### src/rtl/lab7_pkg.sv
// lab7_pkg: shared display constants for the lab 7 match counter
package lab7_pkg;

    localparam int NUM_DIGITS = 4;

    // Active-low segment codes, bit 0 = a ... bit 6 = g
    localparam logic [6:0] SEG_0     = 7'b1000000;
    localparam logic [6:0] SEG_1     = 7'b1111001;
    localparam logic [6:0] SEG_2     = 7'b0100100;
    localparam logic [6:0] SEG_3     = 7'b0110000;
    localparam logic [6:0] SEG_4     = 7'b0011001;
    localparam logic [6:0] SEG_5     = 7'b0010010;
    localparam logic [6:0] SEG_6     = 7'b0000010;
    localparam logic [6:0] SEG_7     = 7'b1111000;
    localparam logic [6:0] SEG_8     = 7'b0000000;
    localparam logic [6:0] SEG_9     = 7'b0010000;
    localparam logic [6:0] SEG_BLANK = 7'b1111111;

endpackage

### src/rtl/bcd_to_seg.sv
// bcd_to_seg: combinational BCD digit to active-low seven-segment decoder with blanking
module bcd_to_seg
    import lab7_pkg::*;
(
    input  logic [3:0] bcd,
    input  logic       blank,
    output logic [6:0] seg
);

    // Decode one digit; blank or non-BCD input turns every segment off
    always_comb begin
        seg = SEG_BLANK;
        if (!blank) begin
            case (bcd)
                4'd0:    seg = SEG_0;
                4'd1:    seg = SEG_1;
                4'd2:    seg = SEG_2;
                4'd3:    seg = SEG_3;
                4'd4:    seg = SEG_4;
                4'd5:    seg = SEG_5;
                4'd6:    seg = SEG_6;
                4'd7:    seg = SEG_7;
                4'd8:    seg = SEG_8;
                4'd9:    seg = SEG_9;
                default: seg = SEG_BLANK;
            endcase
        end
    end

endmodule

### src/rtl/match_counter_display.sv
// match_counter_display: counts detector rising edges in 4-digit BCD and scans them onto a 7-seg display
module match_counter_display
    import lab7_pkg::*;
#(
    parameter int REFRESH_DIV = 100000
) (
    input  logic        clk,
    input  logic        reset,
    input  logic        z,
    input  logic        clr,
    output logic [15:0] count_bcd,
    output logic        ovf,
    output logic [6:0]  seg,
    output logic [3:0]  an,
    output logic        dp
);

    localparam int RW = $clog2(REFRESH_DIV);
    localparam logic [RW-1:0] LAST = RW'(REFRESH_DIV - 1);

    logic          z_q;
    logic [15:0]   count_q, count_d;
    logic          ovf_q, ovf_d;
    logic [RW-1:0] refresh_q, refresh_d;
    logic [1:0]    idx_q, idx_d;
    logic [6:0]    seg_q, seg_d;
    logic [3:0]    an_q, an_d;
    logic          dp_q, dp_d;
    logic          carry;
    logic [3:0]    cur_digit;
    logic          cur_blank;

    // BCD ripple counter: a rising edge of z carries into the units digit, clr wins over it
    always_comb begin
        count_d = count_q;
        ovf_d   = ovf_q;
        carry   = z & ~z_q;
        for (int i = 0; i < NUM_DIGITS; i++) begin
            if (carry) begin
                if (count_q[4*i +: 4] == 4'd9) begin
                    count_d[4*i +: 4] = 4'd0;
                end else begin
                    count_d[4*i +: 4] = count_q[4*i +: 4] + 4'd1;
                    carry = 1'b0;
                end
            end
        end
        if (carry) ovf_d = 1'b1;
        if (clr) begin
            count_d = '0;
            ovf_d   = 1'b0;
        end
    end

    // Refresh divider and digit index; only reset affects the scan
    always_comb begin
        refresh_d = (refresh_q == LAST) ? '0 : refresh_q + 1'b1;
        idx_d     = (refresh_q == LAST) ? idx_q + 2'd1 : idx_q;
    end

    // Select the scanned digit; a digit blanks when it and all higher digits are zero
    always_comb begin
        cur_digit = count_q[{idx_q, 2'b00} +: 4];
        cur_blank = (idx_q != 2'd0) && ((count_q >> {idx_q, 2'b00}) == 16'h0000);
        an_d      = ~(4'b0001 << idx_q);
        dp_d      = ~(ovf_q && idx_q == 2'd3);
    end

    bcd_to_seg u_dec (
        .bcd   (cur_digit),
        .blank (cur_blank),
        .seg   (seg_d)
    );

    // State and registered display outputs
    always_ff @(posedge clk or negedge reset) begin
        if (!reset) begin
            z_q       <= 1'b0;
            count_q   <= '0;
            ovf_q     <= 1'b0;
            refresh_q <= '0;
            idx_q     <= 2'd0;
            seg_q     <= SEG_0;
            an_q      <= 4'b1110;
            dp_q      <= 1'b1;
        end else begin
            z_q       <= z;
            count_q   <= count_d;
            ovf_q     <= ovf_d;
            refresh_q <= refresh_d;
            idx_q     <= idx_d;
            seg_q     <= seg_d;
            an_q      <= an_d;
            dp_q      <= dp_d;
        end
    end

    assign count_bcd = count_q;
    assign ovf       = ovf_q;
    assign seg       = seg_q;
    assign an        = an_q;
    assign dp        = dp_q;

endmodule

### config.mk
export PLATFORM = sky130hd
export DESIGN_NAME = match_counter_display
export DESIGN_NICKNAME = d
export VERILOG_FILES = /design/src/rtl/lab7_pkg.sv /design/src/rtl/bcd_to_seg.sv /design/src/rtl/match_counter_display.sv
export SDC_FILE = /design/constraint.sdc
export NUM_CORES = 1
export LEC_CHECK = 0
export CAP_MARGIN = 15
export CORE_ASPECT_RATIO = 1.25
export CORE_MARGIN = 2
export CORE_UTILIZATION = 59
export DETAILED_ROUTE_END_ITERATION = 10
export PLACE_DENSITY = 0.84
export SYNTH_ARGS = -nofsm -noshare
export SYNTH_HDL_FRONTEND = slang
export SYNTH_SLANG_ARGS = --single-unit
### constraint.sdc
create_clock -name clk -period 3.4 [get_ports clk]
set_clock_uncertainty 0.2 [all_clocks]
set_input_delay 0.34 -clock clk [delete_from_list [all_inputs] [get_ports clk]]
set_output_delay 0.34 -clock clk [all_outputs]
set_load 0.02 [all_outputs]
; Word level (Yosys, flattened, before mapping)
; Memory sizes are Yosys's and may differ from the RTL's.
; Cells that the tools add are included.
[op_classes]
add_sub_neg = 6
n_eq_ne = 6
shifts = 3
n_mux = 21
bitwise = 4
reduce_logical = 9
[ops]
columns = op, count
row1 = $mux 4, 8
row2 = $add 17x1->17 const B, 1
row3 = $eq 17x17->1 const B, 1
row4 = $mux 17, 1
row5 = $add 4x1->4 const B, 4
row6 = $eq 4x4->1 const B, 4
row7 = $logic_not 16->1, 1
row8 = $mux 16, 1
row9 = $shiftx 16x5->4, 1
row10 = $shr 16x4->16, 1
row11 = $reduce_bool 2->1, 6
row12 = $mux 1, 10
row13 = $mux 7, 1
row14 = $not 4->4, 1
row15 = $shl 1x2->4 const A, 1
row16 = $add 2x1->2 const B, 1
row17 = $eq 2x2->1 const B, 1
row18 = $logic_and 1x1->1, 2
row19 = $not 1->1, 2
row20 = $and 1x1->1, 1
[totals]
ff_bits = 49
rom_bits = 112
input_bits = 4
out_inout_bits = 29
elab_cells = 61
n_memories = 1
[memory_table]
columns = name, depth, width, read_ports, rd_clocked_by_memory_dff, write_ports, line_no
row1 = (no name shown), 16, 7, 1, 0, 0, bcd_to_seg.sv:14  ; case (bcd)

; Depth between registers and ports, before layout
[logic_depth]
depth_word = 8
ltp_mapped = 8

; Cells and area by module
; A second synthesis with hierarchy kept.
[unflattened]
cells_unflattened = 253
hier_area_um2 = 2651.3
[by_module_without_submodules]
columns = mod, n_inst, cells_each, area_per_inst_um2, seq_area_each_um2
row1 = match_counter_display, 1, 220, 2414.8, 1232.4
row2 = bcd_to_seg, 1, 33, 236.5, 0.0

; Least setup slack after synthesis
; No wires, ideal clock.
[synth_timing]
path_type = reg-to-reg
start = reg idx_q[0]
end = reg seg_q[6] (netlist: seg[6])
setup_time_ns = 0.079
t_arrival_ns = 1.842
required_time_ns = 3.121
path_slack_ns = 1.279
stages_incl_launch_ff = 8
n_path_buf = 1
period_less_slack_ns = 2.121
path_cell_list = dfrtp_1 -> buf_6 -> mux4_1 -> inv_1 -> ha_1 -> nand3_1 -> a221o_1 -> o21ai_0
[synth_between]
elab_chain_cells = 4
[synth_lines]
columns = element, line_no
row1 = from (decl), match_counter_display.sv:25  ; logic [1:0] idx_q, idx_d;
row2 = from (signal assigned), match_counter_display.sv:91  ; idx_q <= idx_d;
row3 = "parallel branches: the longest is 3 deep, another holds $mem_v2 16x7", --
row4 = $mux 7 *, bcd_to_seg.sv:13  ; if (!blank) begin
row5 = via seg_d[6], match_counter_display.sv:26  ; logic [6:0] seg_q, seg_d;
row6 = to (signal assigned), match_counter_display.sv:92  ; seg_q <= seg_d;
row7 = to (decl), match_counter_display.sv:26
; Mark *: on every way through the listed nets, which the timed path passes.
; A chain may end at the register's enable or synchronous reset.

; Worst setup path in the final report
[layout_timing]
start = reg idx_q[0]
end = reg seg_q[1] (netlist: seg[1])
; The elaborated chain is that of the path after synthesis.

==> impl_results.md <==
- Largest net degree at the start of global routing: 50
- Multi-input gate area: 1285 um2
- Vias in the first global route: 1910
- Worst VDD drop: 0.2614 mV
- Critical path required time: 3.39 ns
- Setup crit start kind: flip-flop
- Filler cells: 308
- Outcome: complete, no violations
- Min cycle time layout: 2.491 ns
- Worst slew margin: 53.21%
- Final setup TNS: 0 ns
- Vias per inst: 5.923
- Total CTS buffers: 5
- RSZ-0062 raised after global routing: no
- Die Wd: 63.66 um
- Total track usage: 22.60%
- Final worst slack: 0.9090 ns
- Fin nets: 308
- Post-synth EDFFs: 0
- Clock Latency Late Sink: 0.31 ns
- Most used DFF post-synth: dfrtp_1
- Leading area contributor after synthesis: dfrtp_1
- Synth top area share: 41.94%
- DRC: 0
- Total die area: 5002 um2
- F_max: 401.4 MHz
- Detail Placement HPWL: 3600 um
- Final setup violation count: 0
- Worst slew pin tran: 0.6996 ns
- Iteration count of the initial detailed-routing pass: 4
- Initial DRC count: 150
- H-tree depth: 2
- Max_cap viols: 0
- Overall Power: 1.151 mW
- CTS sink count: 49
- Reg2Reg Depth: 6
- WS Path Type: reg2reg
- Starting density of the core: 60.24%
- Yosys cell types: 49
- Synth Register Bits: 49
- Core outline area: 4358 um2
- Asr flop ratio synth: 100.0%
- Hold_buf cts: 0
- Final instance area: 3141 um2
- Seq/Total Area, Yosys: 46.95%
- Vias: 2067
- Reg-to-Reg End: seg[1]
- Antenna diodes: 0
- IO Count: 33
- WHS: 0.2039 ns
- Post-CTS sizing: 0
- Share of post-route cells with drive strength above 1: 8.935%
- Syn nets: 274
- Worst Path Max Fanout: 9
- R2R Path Start: idx_q[0]
- Worst min-delay path class: in2async
- Final hold violations: 0
- Reg area: 1232 um2
- Register-to-register setup slack: 0.91 ns
- Placement Rows: 27
- CTS root buffer: clkbuf_8
- Mean post-synth cell area: 10.25 um2
- First-pass GRT wire length: 8811 um
- Detailed Route WL: 5212 um
- TritonCTS clock tree: done
- Antenna violations before repair: 0
- Port bufs: 32
- Post-route ant nets: 0
- DP Area: 2973 um2
- YS warnings: 0
- Die H: 78.58 um
- WP data arrival: 2.48 ns
- Leak: 1.319 nW
- Syn Inst Count: 256
- Postcts setup bufs: 0
- Clock Path Buffers: 2
- GPL Wtd Cong: 0.8301
- Setup slack at placement: 0.9918 ns
- Global route overflow: 0
- Mapped cell area: 2625 um2
- Most frequent cell after synthesis: dfrtp_1
- WL/cell: 14.93 um
- PD cells: 366.5 nW/um2
- Slew Viols, Final: 0
- Area grow syn2layout: 19.64%
- Clk slew on worst S/H paths: 0.09 ns
- Final period utilization: 73.27%
- CP endpoint kind: flip-flop
- Ranking of synthesized cells by area: dfrtp_1, ha_1, dfstp_2
- Synth top cells by count: dfrtp_1, nor2_1, a21oi_1
-- metal layers --
metal	routed length, um	vias up	GRT usage [%]
li1	-	974	-
met1	2332	1020	29.63
met2	2584	61	36.74
met4	87	0	9.565
met5	0	-	0
met3	207	12	4.298
-- stage by stage --
step	std cells	utilization (%)
finish	349	72.06
detailed placement	339	68.22
global route	349	72.06
CTS	347	71.38
global placement	339	68.22
floorplan	256	-
-- cell type report --
type	instances	area share (%)
tap	58	2.311
multi-input combinational	184	40.92
clock inverter	3	2.191
timing repair buffer	36	11.47
sequential	49	39.24
clock buffer	5	2.191
inverter	14	1.673
-- state kept, by name, indices dropped and copies added (netlist names) --
name       flops
count_bcd     16
idx_q          2
an             4
z_q            1
dp             1
refresh_q     17
ovf            1
seg            7
-- cells in the final DEF (no fill, tap or decap), types with 2 or more instances in the layout --
cell type        instances
a211oi_1                 2
a21oi_1                 17
a31oi_1                  2
and2_1                   2
and3_1                   2
and4_1                   5
buf_4                    2
bufinv_16                2
clkbuf_8                 5
clkdlybuf4s50_1         31
dfrtp_1                 44
dfstp_2                  5
ha_1                    14
inv_1                   14
mux2_2                   2
mux4_1                   2
mux4_2                   2
nand2_1                 15
nand2b_1                 5
nand3_1                 10
nand3b_1                 2
nand4_1                  7
nor2_1                  26
nor2b_1                  5
nor3_1                   6
nor4_1                   4
o21ai_0                 13
or2b_1                   2
or3_1                    4
or4_1                    2
xnor2_1                 11
xor2_1                   6
-- worst max path at each step --
stage,startpoint,to,cells past startpoint
6_report,idx_q[0],seg[1],6
5_1_grt,idx_q[0],seg[1],6
4_1_cts,idx_q[0],seg[1],6
3_5_place_dp,idx_q[0],seg[1],6
3_3_place_gp,idx_q[0],seg[6],6
2_1_floorplan,idx_q[0],seg[6],7
-- critical path, stage by stage (launching register included) --
cell	delay (ns)
dfrtp_1	0.55
mux4_1	0.70
inv_1	0.14
ha_1	0.18
nand3_1	0.09
a221o_1	0.36
o21ai_0	0.16
-- kinds of logic (layout without fill, tap and decap cells) --
family,count (synthesis),count (layout),synth area share (%)
AOI/OAI and AO/OA,40,40,8.627
DFF,49,49,46.95
and+or+nand+nor,105,105,22.45
buffers and inverters,23,58,4.099
xor gates and xnor gates,17,17,5.672
adders and majority gates,14,14,6.673
muxes,8,8,5.529
-- report_power, final --
part	leakage [nW]	switching [mW]	internal [mW]
Combinational	0.603	0.0381	0.0258
Sequential	0.647	0.00321	0.589
Clock	0.0687	0.199	0.296
No activity file was read; power rests on OpenSTA's default activity.
